[src/rtl/fb_ctrl_pkg.sv]
// Shared types and constants for the frame-buffer swap scheduler.
package fb_ctrl_pkg;

  typedef enum logic [2:0] {
    IDLE     = 3'd0,
    START    = 3'd1,
    RENDER   = 3'd2,
    WAIT_VID = 3'd3,
    SWAP     = 3'd4
  } state_t;

  localparam logic FB1_SEL = 1'b0;
  localparam logic FB2_SEL = 1'b1;

  localparam int CNT_W_DEF = 16;

endpackage

[src/rtl/fb_swap_scheduler_sat_counter.sv]
// Saturating up-counter with synchronous active-low clear.
module sat_counter #(
  parameter int W = 16
) (
  input  logic         clk_in,
  input  logic         clr_n_in,
  input  logic         inc_in,
  output logic [W-1:0] count_out
);

  logic [W-1:0] count_q;
  logic [W-1:0] count_d;

  always_comb begin
    count_d = count_q;
    if (inc_in && (count_q != {W{1'b1}})) begin
      count_d = count_q + W'(1);
    end
  end

  always_ff @(posedge clk_in) begin
    if (!clr_n_in) begin
      count_q <= '0;
    end else begin
      count_q <= count_d;
    end
  end

  assign count_out = count_q;

endmodule

[src/rtl/fb_swap_scheduler.sv]
// Ping-pong frame-buffer sequencing between the raycast writer and the video reader.
// Define FB_SWAP_TIMEOUT_EN to force a swap after TIMEOUT_FRAMES stale video frames.
//
// state    | meaning
// IDLE     | one cycle after reset release
// START    | render_start pulse, per-render frame count cleared
// RENDER   | raycaster writing the wr buffer, writes enabled
// WAIT_VID | render done, waiting for end of displayed frame
// SWAP     | buffer selection toggles at end of this cycle
module fb_swap_scheduler
  import fb_ctrl_pkg::*;
#(
  parameter int CNT_W          = CNT_W_DEF,
  parameter int TIMEOUT_FRAMES = 8
) (
  input  logic             pixel_clk_in,
  input  logic             rst_n_in,
  input  logic             ray_last_pixel_in,
  input  logic             video_last_pixel_in,
  output logic             render_start_out,
  output logic             wr_buf_sel_out,
  output logic             wr_enable_out,
  output logic             swap_out,
  output logic [CNT_W-1:0] repeat_count_out,
  output logic             proto_err_out,
  output logic             timeout_out
);

  state_t state_q;
  logic   render_start_q;
  logic   wr_en_q;
  logic   swap_q;
  logic   wr_buf_sel_q;
  logic   proto_err_q;
  logic   timeout_q;

  logic   rpt_inc;
  logic   force_swap;

  // A video frame ending while still rendering means the old buffer is shown again.
  assign rpt_inc = (state_q == RENDER) && video_last_pixel_in && !ray_last_pixel_in;

  sat_counter #(.W(CNT_W)) u_rpt_cnt (
    .clk_in    (pixel_clk_in),
    .clr_n_in  (rst_n_in),
    .inc_in    (rpt_inc),
    .count_out (repeat_count_out)
  );

`ifdef FB_SWAP_TIMEOUT_EN
  localparam int TO_W = $clog2(TIMEOUT_FRAMES) + 1;

  logic [TO_W-1:0] to_cnt;
  logic            to_clr_n;

  assign to_clr_n = rst_n_in && (state_q != START);

  sat_counter #(.W(TO_W)) u_to_cnt (
    .clk_in    (pixel_clk_in),
    .clr_n_in  (to_clr_n),
    .inc_in    (rpt_inc),
    .count_out (to_cnt)
  );

  assign force_swap = rpt_inc && (to_cnt == TO_W'(TIMEOUT_FRAMES - 1));
`else
  logic unused_cfg;
  assign unused_cfg = (TIMEOUT_FRAMES == 0);
  assign force_swap = 1'b0;
`endif

  always_ff @(posedge pixel_clk_in) begin
    if (!rst_n_in) begin
      state_q        <= IDLE;
      render_start_q <= 1'b0;
      wr_en_q        <= 1'b0;
      swap_q         <= 1'b0;
      wr_buf_sel_q   <= FB1_SEL;
      proto_err_q    <= 1'b0;
      timeout_q      <= 1'b0;
    end else begin
      render_start_q <= 1'b0;
      swap_q         <= 1'b0;

      if (ray_last_pixel_in && (state_q != RENDER)) begin
        proto_err_q <= 1'b1;
      end

      case (state_q)
        IDLE: begin
          state_q        <= START;
          render_start_q <= 1'b1;
        end

        START: begin
          state_q <= RENDER;
          wr_en_q <= 1'b1;
        end

        RENDER: begin
          if (ray_last_pixel_in && video_last_pixel_in) begin
            state_q <= SWAP;
            wr_en_q <= 1'b0;
            swap_q  <= 1'b1;
          end else if (ray_last_pixel_in) begin
            state_q <= WAIT_VID;
            wr_en_q <= 1'b0;
          end else if (force_swap) begin
            state_q   <= SWAP;
            wr_en_q   <= 1'b0;
            swap_q    <= 1'b1;
            timeout_q <= 1'b1;
          end
        end

        WAIT_VID: begin
          if (video_last_pixel_in) begin
            state_q <= SWAP;
            swap_q  <= 1'b1;
          end
        end

        SWAP: begin
          state_q        <= START;
          render_start_q <= 1'b1;
          wr_buf_sel_q   <= (wr_buf_sel_q == FB1_SEL) ? FB2_SEL : FB1_SEL;
        end

        default: begin
          state_q <= IDLE;
          wr_en_q <= 1'b0;
        end
      endcase
    end
  end

  assign render_start_out = render_start_q;
  assign wr_buf_sel_out   = wr_buf_sel_q;
  assign wr_enable_out    = wr_en_q;
  assign swap_out         = swap_q;
  assign proto_err_out    = proto_err_q;
  assign timeout_out      = timeout_q;

endmodule

[config.mk]
export PLATFORM = sky130hd
export DESIGN_NAME = fb_swap_scheduler
export DESIGN_NICKNAME = d
export VERILOG_FILES = /design/src/rtl/fb_ctrl_pkg.sv /design/src/rtl/fb_swap_scheduler_sat_counter.sv /design/src/rtl/fb_swap_scheduler.sv
export SDC_FILE = /design/constraint.sdc
export NUM_CORES = 1
export LEC_CHECK = 0
export BUFFER_PORTS_ARGS = -buffer_cell sky130_fd_sc_hd__buf_2
export CAP_MARGIN = 20
export CORE_AREA = 2 2 54 56
export CTS_BUF_LIST = sky130_fd_sc_hd__clkbuf_16
export DETAILED_ROUTE_END_ITERATION = 12
export DIE_AREA = 0 0 56 58
export PLACE_DENSITY = 0.75
export RECOVER_POWER = 50
export SLEW_MARGIN = 20
export SYNTH_ARGS = -nofsm -noshare
export SYNTH_HDL_FRONTEND = slang
export SYNTH_SLANG_ARGS = --single-unit
[constraint.sdc]
create_clock -name pixel_clk_in -period 1.82 [get_ports pixel_clk_in]
set_input_delay 0.182 -clock pixel_clk_in [delete_from_list [all_inputs] [get_ports pixel_clk_in]]
set_output_delay 0.182 -clock pixel_clk_in [all_outputs]
set_load 0.05 [all_outputs]
==> metrics.txt, run 1 <==
# TYPE chip_impl_metric gauge
chip_impl_metric{name="clk_pin_slew",unit="ns"} 0.06
chip_impl_metric{name="num_antenna_cells",unit=""} 0
chip_impl_metric{name="numPortBuffers",unit=""} 24
chip_impl_metric{name="swShare",unit="%"} 24.8
chip_impl_metric{name="io-pin-count",unit=""} 26
chip_impl_metric{name="cts_repair_resize_count",unit=""} 0
chip_impl_metric{name="postSynthCellCount",unit=""} 139
chip_impl_metric{name="n_fill_cell",unit=""} 261
chip_impl_metric{name="crit_required",unit="ns"} 2.00
chip_impl_metric{name="grt-ovfl-total",unit=""} 0
chip_impl_metric{name="yosysWarningCount",unit=""} 0
chip_impl_metric{name="post_drt_via_cell_ratio",unit=""} 5.75
chip_impl_metric{name="cap_violations",unit=""} 0
chip_impl_metric{name="relSlewSlack",unit="%"} 60.6
chip_impl_metric{name="final-hold-violation-count",unit=""} 0
chip_impl_metric{name="setup_viol",unit=""} 0
chip_impl_metric{name="switching_power",unit="uW"} 288
chip_impl_info{name="synth.largest_area_cell",value="dfxtp_1"} 1
chip_impl_metric{name="post_drt_wl_per_cell",unit="um"} 13.7
chip_impl_metric{name="drt_first_pass_iters",unit=""} 4
chip_impl_metric{name="clock_path_buffers",unit=""} 2
chip_impl_info{name="commonest_non_fill_non_tap_cell_in_the_layout",value="nand2_1"} 1
chip_impl_metric{name="die_area",unit="sq um"} 3250
chip_impl_metric{name="dp.final_hpwl",unit="um"} 1930
chip_impl_info{name="clock_tree.root_cell",value="clkbuf_16"} 1
chip_impl_info{name="run_status",value="finished, final reports clean"} 1
chip_impl_metric{name="num_rows",unit=""} 19
chip_impl_metric{name="arrival",unit="ns"} 1.87
chip_impl_metric{name="comb_power_share",unit="%"} 11.6
chip_impl_metric{name="clock_power_share",unit="%"} 40.7
chip_impl_metric{name="grt_pass1_wl",unit="um"} 4770
chip_impl_metric{name="grt_max_degree",unit=""} 18
chip_impl_metric{name="yosys.area_share.xor_xnor",unit="%"} 0.731
chip_impl_metric{name="timing.clock.skew",unit="ns"} 0.00230
chip_impl_metric{name="clock_sinks",unit=""} 24
chip_impl_metric{name="synth_top_area_share",unit="%"} 40.1
chip_impl_info{name="holdCritPathClass",value="in -> reg"} 1
chip_impl_metric{name="power.ir.vdd_worst",unit="uV"} 535
chip_impl_info{name="mostFrequentLayoutCells",value="nand2_1, clkbuf_1, dfxtp_2, a21oi_1"} 1
chip_impl_metric{name="drv_slew",unit=""} 0
chip_impl_metric{name="globalplace.congestion",unit=""} 0.760
chip_impl_metric{name="floorplan.die.width",unit="um"} 56
chip_impl_metric{name="start_util",unit="%"} 45.0
chip_impl_metric{name="antenna_viol_nets_final",unit=""} 0
chip_impl_metric{name="power_density",unit="nW/um^2"} 793
chip_impl_metric{name="maximum_achievable_frequency",unit="MHz"} 593
chip_impl_info{name="tritoncts",value="done"} 1
chip_impl_metric{name="synth_area_per_cell",unit="sq um"} 8.61
chip_impl_metric{name="seq_area_frac_synth",unit="%"} 40.1
chip_impl_metric{name="dr_total_vias",unit=""} 1145
chip_impl_info{name="endpoint_kind_of_the_worst_setup_timing_path",value="flop"} 1
chip_impl_metric{name="number_of_cts_inserted_buffers",unit=""} 3
chip_impl_metric{name="internal_power",unit="uW"} 876
chip_impl_metric{name="layout_cell_share_with_drive_strength_beyond_1",unit="%"} 25.0
chip_impl_info{name="worstSetupPathType",value="reg -> reg"} 1
chip_impl_metric{name="drtIter0Drc",unit=""} 23
chip_impl_metric{name="yosys.area_share.simple",unit="%"} 29.8
chip_impl_info{name="ys.flop_type",value="dfxtp_1"} 1
chip_impl_metric{name="drt_drc_violations_left",unit=""} 0
chip_impl_info{name="crit_path_start_kind",value="flop"} 1
chip_impl_metric{name="tightest_slew",unit="ns"} 0.594
chip_impl_info{name="synth_area_leaders",value="dfxtp_1, nand2_1, mux2i_1, a21oi_1, o21ai_0"} 1
chip_impl_metric{name="htree_num_levels",unit=""} 1
chip_impl_metric{name="synthesis.area",unit="sq um"} 1200
chip_impl_metric{name="asyncSetResetFlopFracSynth",unit="%"} 0
chip_impl_info{name="unrepaired_setup_endpoints_after_global_routing",value="false"} 1
chip_impl_metric{name="post_layout_net_count",unit=""} 174
chip_impl_metric{name="compound_gate_portion_of_the_synthesized_area",unit="%"} 19.0
chip_impl_metric{name="postCtsSetupRepairBufs",unit=""} 0
chip_impl_metric{name="synthesis.nets",unit=""} 144
chip_impl_metric{name="post_cts_hold_buffer_count",unit=""} 0
chip_impl_metric{name="leakage_power",unit="uW"} 0.000498
chip_impl_metric{name="final.min_clock_period",unit="ns"} 1.69
chip_impl_metric{name="timing.critical_path.fanout_max",unit=""} 9
chip_impl_metric{name="placedCellCount",unit=""} 195
chip_impl_metric{name="die-height",unit="um"} 58
chip_impl_metric{name="fin_worst_hold_slack",unit="ns"} 0.342
chip_impl_metric{name="final-instance-count-excl-fill",unit=""} 199
chip_impl_metric{name="utilization",unit="%"} 55.1
chip_impl_metric{name="tns",unit="ns"} 0
chip_impl_metric{name="grt_antenna_before_repair",unit=""} 0
chip_impl_metric{name="synth_cell_type_count",unit=""} 37
chip_impl_metric{name="first_global_vias",unit=""} 1103
chip_impl_metric{name="grt_use_total",unit="%"} 18.3
chip_impl_metric{name="synth.area.mux_share",unit="%"} 4.18
chip_impl_metric{name="fin_total_pwr",unit="uW"} 1160
chip_impl_metric{name="clk-insertion-delay-late",unit="ns"} 0.26
chip_impl_metric{name="min_period_over_period",unit="%"} 92.7
chip_impl_metric{name="sequentialPowerShare",unit="%"} 47.6
chip_impl_metric{name="synth_seq_cells",unit=""} 24
chip_impl_metric{name="placeableCoreArea",unit="sq um"} 2660
chip_impl_metric{name="post_synth_fa_ha_maj_area_fraction",unit="%"} 1.04
chip_impl_metric{name="number_of_enable_flip_flop_cells_after_synthesis",unit=""} 0
chip_impl_metric{name="drt-total-wl",unit="um"} 2720
chip_impl_info{name="synth_top_family_by_area",value="simple AND/OR/NAND/NOR gates"} 1
chip_impl_metric{name="area_growth_syn_to_layout",unit="%"} 22.6
[final timing paths]
path / to / from / slack, ns / cells past startpoint
max: u_rpt_cnt.count_out[11]$_SDFFE_PN0P_ / state_q[2]$_SDFFE_PN0P_ / 0.13 / 4
min: proto_err_out$_SDFFE_PN0P_ / ray_last_pixel_in / 0.34 / 3
max reg2reg: u_rpt_cnt.count_out[11]$_SDFFE_PN0P_ / state_q[2]$_SDFFE_PN0P_ / 0.13 / 4
min reg2reg: proto_err_out$_SDFFE_PN0P_ / proto_err_out$_SDFFE_PN0P_ / 0.47 / 1
[metal layers]
metal | up-vias | GRT usage, % | share of wire (%)
met5 | - | 0 | 0
met4 | 0 | 7.14 | 1.9
met2 | 25 | 31.3 | 49
li1 | 574 | - | -
met1 | 541 | 23.5 | 46
met3 | 5 | 2.90 | 3.5
[synthesized netlist by cell type (3+ instances only)]
cell,instances
nor2_1,3
nand2b_1,5
inv_1,4
o21bai_1,3
nor4_1,6
a211oi_1,4
a21oi_1,9
nor3_1,4
or4_1,3
clkbuf_1,5
nand4_1,3
dfxtp_1,24
mux2i_1,5
o21ai_0,8
nand3_1,5
nand2_1,20
o31ai_1,4
[cells by family (layout without fill, tap and decap cells)]
| group | count (synthesis) | after routing |
|---|---|---|
| XOR/XNOR | 1 | 1 |
| other | 1 | 1 |
| AND/OR/NAND/NOR | 61 | 61 |
| buffers and inverters | 12 | 41 |
| AO/OA/AOI/OAI | 34 | 34 |
| adder cells (fa/ha/maj) | 1 | 1 |
| multiplexers | 5 | 5 |
| flip-flops | 24 | 24 |
[sequential cells by signal, indices dropped and copies added (netlist names)]
register and flops:
u_rpt_cnt.count_out 16, swap_out 1, proto_err_out 1, wr_buf_sel_out 1, render_start_out 1, wr_enable_out 1, state_q 3
[layout make-up]
class,instances,area [sq um],share of cell area [%]
multi-input combinational,103,672,45.8
sequential,24,500,34.1
clock buffer,3,75.1,5.12
tap,31,38.8,2.64
timing repair buffer,33,163,11.1
inverter,4,15.0,1.02
clock inverter,1,3.75,0.256
[through the flow]
step	setup slack [ns]	instance area, sq um
finish	0.133	1470
global route	0.0304	1470
CTS	0.130	1490
detailed placement	0.150	1410
global placement	0.191	1410
floorplan	0.0348	1220
[critical path: stages, from the launching register on]
cell,delay [ns]
dfxtp_1,0.33
nor4b_4,0.39
nand4_4,0.20
or4_1,0.53
a21oi_1,0.15
[power groups by stage]
stage               Clock, uW  Combinational, uW  Sequential, uW
detailed placement          0                140             566
global placement            0                136             564
finish                    474                136             555
CTS                       487                141             554
floorplan                   0               62.0             607
global route              508                147             557
Note: power is estimated with default switching activity, not from simulation.
==> run 2, diff against run 1 <==
--- a/config.mk
+++ b/config.mk
@@ -6,7 +6,6 @@
 export NUM_CORES = 1
 export LEC_CHECK = 0
 export BUFFER_PORTS_ARGS = -buffer_cell sky130_fd_sc_hd__buf_2
-export CAP_MARGIN = 20
 export CORE_AREA = 2 2 54 56
 export CTS_BUF_LIST = sky130_fd_sc_hd__clkbuf_16
 export DETAILED_ROUTE_END_ITERATION = 12
==> constraint.sdc (replaced) <==
create_clock -name pixel_clk_in -period 1.41 [get_ports pixel_clk_in]
set_input_delay 0.141 -clock pixel_clk_in [delete_from_list [all_inputs] [get_ports pixel_clk_in]]
set_output_delay 0.141 -clock pixel_clk_in [all_outputs]
set_load 0.05 [all_outputs]
==> run 2 against run 1 <==
Compared with the run above:
- worst hold slack got worse by 0.029 ns
- combinational power increased by 59%
- critical endpoint unchanged
- the run now ends with setup timing left
- count of clock-buffer cells in the layout is the same
- critical path type unchanged
- total power increased by 32%
- wire length grew 51%
- die area stayed put
- highest routed layer unchanged
==> metrics.txt, run 2 (synthesis results as in run 1) <==
# TYPE chip_impl_metric gauge
chip_impl_metric{name="drt-total-wl",unit="um"} 4090
chip_impl_metric{name="drt_drc_violations_left",unit=""} 0
chip_impl_metric{name="maximum_achievable_frequency",unit="MHz"} 591
chip_impl_metric{name="grt_use_total",unit="%"} 25.1
chip_impl_metric{name="num_antenna_cells",unit=""} 0
chip_impl_metric{name="layout_cell_share_with_drive_strength_beyond_1",unit="%"} 59.1
chip_impl_metric{name="n_fill_cell",unit=""} 173
chip_impl_metric{name="postLayoutSetupSlackWorst",unit="ns"} -0.281
chip_impl_metric{name="preCtsSetupSlack",unit="ns"} -0.175
chip_impl_metric{name="start_util",unit="%"} 45.0
chip_impl_metric{name="grt_antenna_before_repair",unit=""} 0
chip_impl_metric{name="clock_path_buffers",unit=""} 2
chip_impl_metric{name="die-height",unit="um"} 58
chip_impl_metric{name="num_rows",unit=""} 19
chip_impl_metric{name="numPortBuffers",unit=""} 24
chip_impl_metric{name="clk-insertion-delay-late",unit="ns"} 0.26
chip_impl_metric{name="grt-ovfl-total",unit=""} 0
chip_impl_metric{name="final.min_clock_period",unit="ns"} 1.69
chip_impl_metric{name="fin_worst_hold_slack",unit="ns"} 0.314
chip_impl_info{name="failed_checks",value="setup timing"} 1
chip_impl_metric{name="number_of_flip_flops_under_the_largest_register_name",unit=""} 16
chip_impl_metric{name="power.ir.vdd_worst",unit="uV"} 736
chip_impl_metric{name="grt_max_degree",unit=""} 18
chip_impl_metric{name="clk_pin_slew",unit="ns"} 0.06
chip_impl_metric{name="arrival",unit="ns"} 1.88
chip_impl_metric{name="worst_r2r_path_depth",unit=""} 5
chip_impl_info{name="run_status",value="finished with violations"} 1
chip_impl_info{name="worstSetupPathType",value="reg -> reg"} 1
chip_impl_metric{name="clock_sinks",unit=""} 24
chip_impl_metric{name="min_path_cells",unit=""} 3
chip_impl_metric{name="timing.critical_path.fanout_max",unit=""} 5
chip_impl_metric{name="min_period_over_period",unit="%"} 120
chip_impl_metric{name="htree_num_levels",unit=""} 1
chip_impl_info{name="crit_path_start_kind",value="flop"} 1
chip_impl_info{name="holdCritPathClass",value="in -> reg"} 1
chip_impl_metric{name="globalplace.congestion",unit=""} 0.830
chip_impl_info{name="endpoint_kind_of_the_worst_setup_timing_path",value="flop"} 1
chip_impl_metric{name="drtIter0Drc",unit=""} 33
chip_impl_info{name="clock_tree.root_cell",value="clkbuf_16"} 1
chip_impl_metric{name="dp.final_hpwl",unit="um"} 2190
chip_impl_metric{name="power_density",unit="nW/um^2"} 759
chip_impl_metric{name="footprint_of_the_multi_input_gates",unit="sq um"} 890
chip_impl_metric{name="area_growth_syn_to_layout",unit="%"} 69.0
chip_impl_metric{name="cap_violations",unit=""} 0
chip_impl_metric{name="setup_viol",unit=""} 16
chip_impl_metric{name="leakage_power",unit="uW"} 0.000839
chip_impl_metric{name="placeableCoreArea",unit="sq um"} 2660
chip_impl_metric{name="fin_total_pwr",unit="uW"} 1540
chip_impl_metric{name="timing.clock.skew",unit="ns"} 0.00206
chip_impl_metric{name="floorplan.die.width",unit="um"} 56
chip_impl_metric{name="post_drt_wl_per_cell",unit="um"} 17.5
chip_impl_metric{name="first_global_vias",unit=""} 1373
chip_impl_metric{name="drt_first_pass_iters",unit=""} 4
chip_impl_metric{name="post_drt_via_cell_ratio",unit=""} 5.75
chip_impl_info{name="commonest_non_fill_non_tap_cell_in_the_layout",value="buf_4"} 1
chip_impl_info{name="tritoncts",value="done"} 1
chip_impl_info{name="mostFrequentLayoutCells",value="buf_4, buf_2, nand2_1, dfxtp_4"} 1
chip_impl_metric{name="post_layout_net_count",unit=""} 209
chip_impl_metric{name="antenna_viol_nets_final",unit=""} 0
chip_impl_metric{name="crit_required",unit="ns"} 1.59
chip_impl_info{name="unrepaired_setup_endpoints_after_global_routing",value="true"} 1
chip_impl_metric{name="drv_slew",unit=""} 0
chip_impl_metric{name="die_area",unit="sq um"} 3250
chip_impl_metric{name="grt_pass1_wl",unit="um"} 6290
chip_impl_metric{name="dr_total_vias",unit=""} 1345
chip_impl_metric{name="final-hold-violation-count",unit=""} 0
chip_impl_metric{name="number_of_cts_inserted_buffers",unit=""} 3
chip_impl_metric{name="layout.area.seq",unit="sq um"} 532
chip_impl_metric{name="io-pin-count",unit=""} 26
[run 2: path summary, 6_finish.rpt]
kind	from	to	slack (ns)
min	rst_n_in	u_rpt_cnt.count_out[11]$_SDFFE_PN0P_	0.31
max reg2reg	state_q[0]$_SDFFE_PN0P_	u_rpt_cnt.count_out[11]$_SDFFE_PN0P_	-0.28
max	state_q[0]$_SDFFE_PN0P_	u_rpt_cnt.count_out[11]$_SDFFE_PN0P_	-0.28
min reg2reg	proto_err_out$_SDFFE_PN0P_	proto_err_out$_SDFFE_PN0P_	0.46
[run 2: cell type report]
class                   count  area share, %
repair buffers             67           23.2
well taps                  31           1.92
clock inverters             1          0.186
flip-flops and latches     24           26.3
multi-input cells         104           44.0
inverters                   4          0.742
clock buffers               3           3.71
[run 2: report_power, final]
| part | switching (uW) | internal, uW | total (uW) |
|---|---|---|---|
| clock | 247 | 380 | 627 |
| combinational | 144 | 71.6 | 216 |
| sequential | 14.0 | 679 | 693 |
| total | 406 | 1130 | 1540 |
[run 2: per-stage QoR]
step	cells	area, sq um	TNS (ns)	utilization, %
after floorplan	139	1280	-2.19	-
after global placement	222	1660	-1.04	62.4
after detailed placement	222	1660	-1.68	62.4
after CTS	233	1930	-1.44	72.5
after global routing	234	2020	-2.93	76.0
final	234	2020	-2.09	76.0
[run 2: routing by layer]
layer | track usage (%) | vias to the layer above | routed length, um | share of wire [%]
met5 | 0 | - | 0 | 0
met4 | 18.4 | 0 | 190 | 4.6
met3 | 3.57 | 17 | 177 | 4.3
met2 | 41.7 | 48 | 2050 | 50
met1 | 29.7 | 640 | 1670 | 41
li1 | - | 640 | - | -
[run 2: timing repair]
action	4_1_cts	5_1_grt
endpoints found under the hold margin	0	0
setup endpoints to repair	16	16
hold buffers	0	0
gates cloned	1	0
pin swaps	18	13
buffers inserted	6	1
resized for setup	29	18
[run 2: worst max-delay path: stages (launching register included)]
cell	delay [ns]
dfxtp_2	0.34
nor4b_4	0.31
buf_4	0.20
nand4_4	0.14
or4_4	0.47
a21oi_2	0.15
==> run 3, diff against run 2 <==
--- a/config.mk
+++ b/config.mk
@@ -5,14 +5,16 @@
 export SDC_FILE = /design/constraint.sdc
 export NUM_CORES = 1
 export LEC_CHECK = 0
+export ABC_AREA = 1
 export BUFFER_PORTS_ARGS = -buffer_cell sky130_fd_sc_hd__buf_2
-export CORE_AREA = 2 2 54 56
+export CORE_AREA = 2 2 56 58
 export CTS_BUF_LIST = sky130_fd_sc_hd__clkbuf_16
 export DETAILED_ROUTE_END_ITERATION = 12
-export DIE_AREA = 0 0 56 58
-export PLACE_DENSITY = 0.75
+export DIE_AREA = 0 0 58 60
+export PLACE_DENSITY = 0.77
 export RECOVER_POWER = 50
 export SLEW_MARGIN = 20
 export SYNTH_ARGS = -nofsm -noshare
 export SYNTH_HDL_FRONTEND = slang
+export SYNTH_HIERARCHICAL = 1
 export SYNTH_SLANG_ARGS = --single-unit
==> run 3 against run 2 <==
Compared with the run above:
- the flow still finishes with violations (setup timing)
- critical path type unchanged
- sequential power is 10% higher
- clock skew hardly changed
- via count is 3.1% lower
- largest cell class unchanged
==> metrics.txt, run 3 <==
# TYPE chip_impl_metric gauge
chip_impl_metric{name="grt_antenna_before_repair",unit=""} 0
chip_impl_metric{name="io-pin-count",unit=""} 26
chip_impl_metric{name="grt_pass1_wl",unit="um"} 4720
chip_impl_metric{name="dp.final_hpwl",unit="um"} 2140
chip_impl_metric{name="floorplan.die.width",unit="um"} 58
chip_impl_metric{name="placeableCoreArea",unit="sq um"} 2900
chip_impl_info{name="tritoncts",value="done"} 1
chip_impl_metric{name="setup_viol",unit=""} 3
chip_impl_metric{name="fin_total_pwr",unit="uW"} 1890
chip_impl_metric{name="post_drt_via_cell_ratio",unit=""} 4.84
chip_impl_metric{name="final-hold-violation-count",unit=""} 0
chip_impl_metric{name="num_antenna_cells",unit=""} 0
chip_impl_metric{name="post_layout_net_count",unit=""} 242
chip_impl_metric{name="clk-insertion-delay-late",unit="ns"} 0.25
chip_impl_info{name="crit_path_start_kind",value="flop"} 1
chip_impl_metric{name="clk_pin_slew",unit="ns"} 0.06
chip_impl_info{name="synth.largest_area_cell",value="dfxtp_1"} 1
chip_impl_metric{name="timing.critical_path.buf_inv",unit=""} 2
chip_impl_metric{name="synth_cell_type_count",unit=""} 26
chip_impl_info{name="cpMaxStageDelayCell",value="dfxtp_2"} 1
chip_impl_metric{name="min_period_over_period",unit="%"} 102
chip_impl_metric{name="asyncSetResetFlopFracSynth",unit="%"} 0
chip_impl_info{name="worst_path_most_repeated_cell",value="nor2_1"} 1
chip_impl_metric{name="number_of_cts_inserted_buffers",unit=""} 3
chip_impl_metric{name="drt_first_pass_iters",unit=""} 4
chip_impl_metric{name="num_rows",unit=""} 20
chip_impl_metric{name="cap_violations",unit=""} 0
chip_impl_metric{name="synth_seq_cells",unit=""} 24
chip_impl_info{name="synth_area_leaders",value="dfxtp_1, nand2_1, nor2_1, nand3_1, nor2_4"} 1
chip_impl_metric{name="drt-total-wl",unit="um"} 2880
chip_impl_metric{name="synth_top_area_share",unit="%"} 35.6
chip_impl_metric{name="clock_path_buffers",unit=""} 2
chip_impl_metric{name="die_area",unit="sq um"} 3480
chip_impl_metric{name="drt_drc_violations_left",unit=""} 0
chip_impl_info{name="endpoint_kind_of_the_worst_setup_timing_path",value="flop"} 1
chip_impl_metric{name="globalplace.congestion",unit=""} 0.895
chip_impl_info{name="commonest_non_fill_non_tap_cell_in_the_layout",value="nand2_1"} 1
chip_impl_metric{name="grt_use_total",unit="%"} 17.4
chip_impl_info{name="run_status",value="finished with violations"} 1
chip_impl_metric{name="synthesis.nets",unit=""} 203
chip_impl_metric{name="power.ir.vdd_worst",unit="uV"} 793
chip_impl_info{name="clock_tree.root_cell",value="clkbuf_16"} 1
chip_impl_info{name="synthMostInstantiatedCell",value="nand2_1"} 1
chip_impl_metric{name="antenna_viol_nets_final",unit=""} 0
chip_impl_metric{name="drtIter0Drc",unit=""} 61
chip_impl_metric{name="tightest_slew",unit="ns"} 0.608
chip_impl_metric{name="crit_required",unit="ns"} 1.56
chip_impl_metric{name="yosysWarningCount",unit=""} 6
chip_impl_metric{name="number_of_enable_flip_flop_cells_after_synthesis",unit=""} 0
chip_impl_metric{name="seq_area_frac_synth",unit="%"} 35.6
chip_impl_metric{name="leakage_power",unit="uW"} 0.000761
chip_impl_metric{name="power_density",unit="nW/um^2"} 1100
chip_impl_metric{name="numPortBuffers",unit=""} 24
chip_impl_metric{name="n_fill_cell",unit=""} 266
chip_impl_metric{name="clock_sinks",unit=""} 24
chip_impl_metric{name="drv_slew",unit=""} 0
chip_impl_metric{name="utilization",unit="%"} 59.0
chip_impl_info{name="holdCritPathClass",value="in -> reg"} 1
chip_impl_metric{name="arrival",unit="ns"} 1.58
chip_impl_metric{name="worst_path_largest_cell_delay",unit="ns"} 0.33
chip_impl_metric{name="area_growth_syn_to_layout",unit="%"} 26.7
chip_impl_metric{name="grt-ovfl-total",unit=""} 0
chip_impl_info{name="unrepaired_setup_endpoints_after_global_routing",value="true"} 1
chip_impl_metric{name="postLayoutSetupSlackWorst",unit="ns"} -0.0220
chip_impl_info{name="netlist_top_cells_count",value="nand2_1, nor2_1, dfxtp_1, inv_1, nand3_1"} 1
chip_impl_metric{name="die-height",unit="um"} 60
chip_impl_metric{name="layout_cell_share_with_drive_strength_beyond_1",unit="%"} 36.0
chip_impl_info{name="crit_chain",value="inv_2, nor2_4, nand3_2, nor2_1, buf_4, nand3_2, nor2_1, nand2_1, nor2_2, nand3_1, nand2_1, nor2_1"} 1
chip_impl_metric{name="maximum_achievable_frequency",unit="MHz"} 698
chip_impl_metric{name="first_global_vias",unit=""} 1141
chip_impl_metric{name="dr_total_vias",unit=""} 1303
chip_impl_metric{name="htree_num_levels",unit=""} 1
chip_impl_metric{name="final.min_clock_period",unit="ns"} 1.43
chip_impl_metric{name="synth_area_per_cell",unit="sq um"} 6.82
chip_impl_info{name="cp_top_delay_family",value="simple AND/OR/NAND/NOR gates"} 1
chip_impl_metric{name="post_drt_wl_per_cell",unit="um"} 10.7
chip_impl_info{name="worstSetupPathType",value="reg -> reg"} 1
chip_impl_metric{name="timing.clock.skew",unit="ns"} 0.00237
chip_impl_metric{name="start_util",unit="%"} 46.6
chip_impl_metric{name="timing.critical_path.fanout_max",unit=""} 4
chip_impl_metric{name="relSlewSlack",unit="%"} 59.7
chip_impl_metric{name="grt_max_degree",unit=""} 14
chip_impl_metric{name="postSynthCellCount",unit=""} 198
chip_impl_metric{name="number_of_flip_flops_under_the_largest_register_name",unit=""} 16
chip_impl_info{name="failed_checks",value="setup timing"} 1
chip_impl_info{name="ys.flop_type",value="dfxtp_1"} 1
chip_impl_info{name="mostFrequentLayoutCells",value="nand2_1, nor2_1, dfxtp_2, buf_2, inv_1"} 1
chip_impl_metric{name="synthesis.area",unit="sq um"} 1350
[run 3: area by class of cell]
cell class | count | area [sq um] | share of cell area, %
Clock inverter | 1 | 3.75 | 0.219
Clock buffer | 3 | 75.1 | 4.39
Tap cell | 33 | 41.3 | 2.41
Sequential cell | 24 | 508 | 29.7
Timing Repair Buffer | 38 | 209 | 12.2
Inverter | 16 | 60.1 | 3.51
Multi-Input combinational cell | 154 | 815 | 47.6
[run 3: worst register-to-register path, stage by stage (launching register included)]
cell,delay [ns]
dfxtp_2,0.33
inv_2,0.05
nor2_4,0.08
nand3_2,0.07
nor2_1,0.09
buf_4,0.13
nand3_2,0.07
nor2_1,0.11
nand2_1,0.07
nor2_2,0.14
nand3_1,0.09
nand2_1,0.07
nor2_1,0.03
[run 3: worst paths after layout]
kind                                                  from                              endpoint  slack, ns  cells past startpoint
worst min register to register  proto_err_out$_SDFFE_PN0P_            proto_err_out$_SDFFE_PN0P_       0.47                      2
worst max-delay path               state_q[1]$_SDFFE_PN0P_  u_rpt_cnt/count_out[15]$_SDFFE_PN0P_      -0.02                     12
worst max register to register     state_q[1]$_SDFFE_PN0P_  u_rpt_cnt/count_out[15]$_SDFFE_PN0P_      -0.02                     12
worst min-delay path                     ray_last_pixel_in            proto_err_out$_SDFFE_PN0P_       0.15                      3
[run 3: logic make-up after synthesis]
kind of cell / Yosys count / synth area share [%]
buffers and inverters: 20 / 8.05
and+or+nand+nor: 137 / 49.2
AOI/OAI and AO/OA: 15 / 6.02
other: 1 / 0.278
adders and majority gates: 1 / 0.926
DFF: 24 / 35.6
[run 3: timing repair]
action | in CTS | in global routing
hold buffers | 0 | 0
pin swaps | 2 | 12
endpoints found under the hold margin | 0 | 0
setup endpoints to repair | 3 | 15
buffers inserted | 0 | 1
resized for setup | 3 | 12
[run 3: metrics by stage]
step | setup TNS (ns) | cells | cell area (sq um) | hold WS, ns | worst slack, ns
final | -0.0413 | 269 | 1710 | 0.149 | -0.0220
after CTS | -0.0695 | 268 | 1680 | 0.149 | -0.0695
after global routing | -0.895 | 269 | 1710 | 0.173 | -0.135
after global placement | 0 | 264 | 1590 | 0.401 | 0.00395
after floorplan | -0.131 | 198 | 1380 | 0.262 | -0.0889
after detailed placement | -0.0888 | 264 | 1590 | 0.419 | -0.0597
[run 3: layer usage]
metal,up-vias,GRT usage [%],part of all wire (%)
li1,693,-,-
met1,580,22.9,47
met2,26,28.7,49
met3,4,1.52,2.7
met4,0,8.64,1.3
met5,-,0,0
[run 3: power breakdown]
| group | total [uW] | switching (uW) | internal [uW] |
|---|---|---|---|
| Combinational | 514 | 338 | 175 |
| Clock | 609 | 231 | 378 |
| Sequential | 765 | 29.1 | 736 |
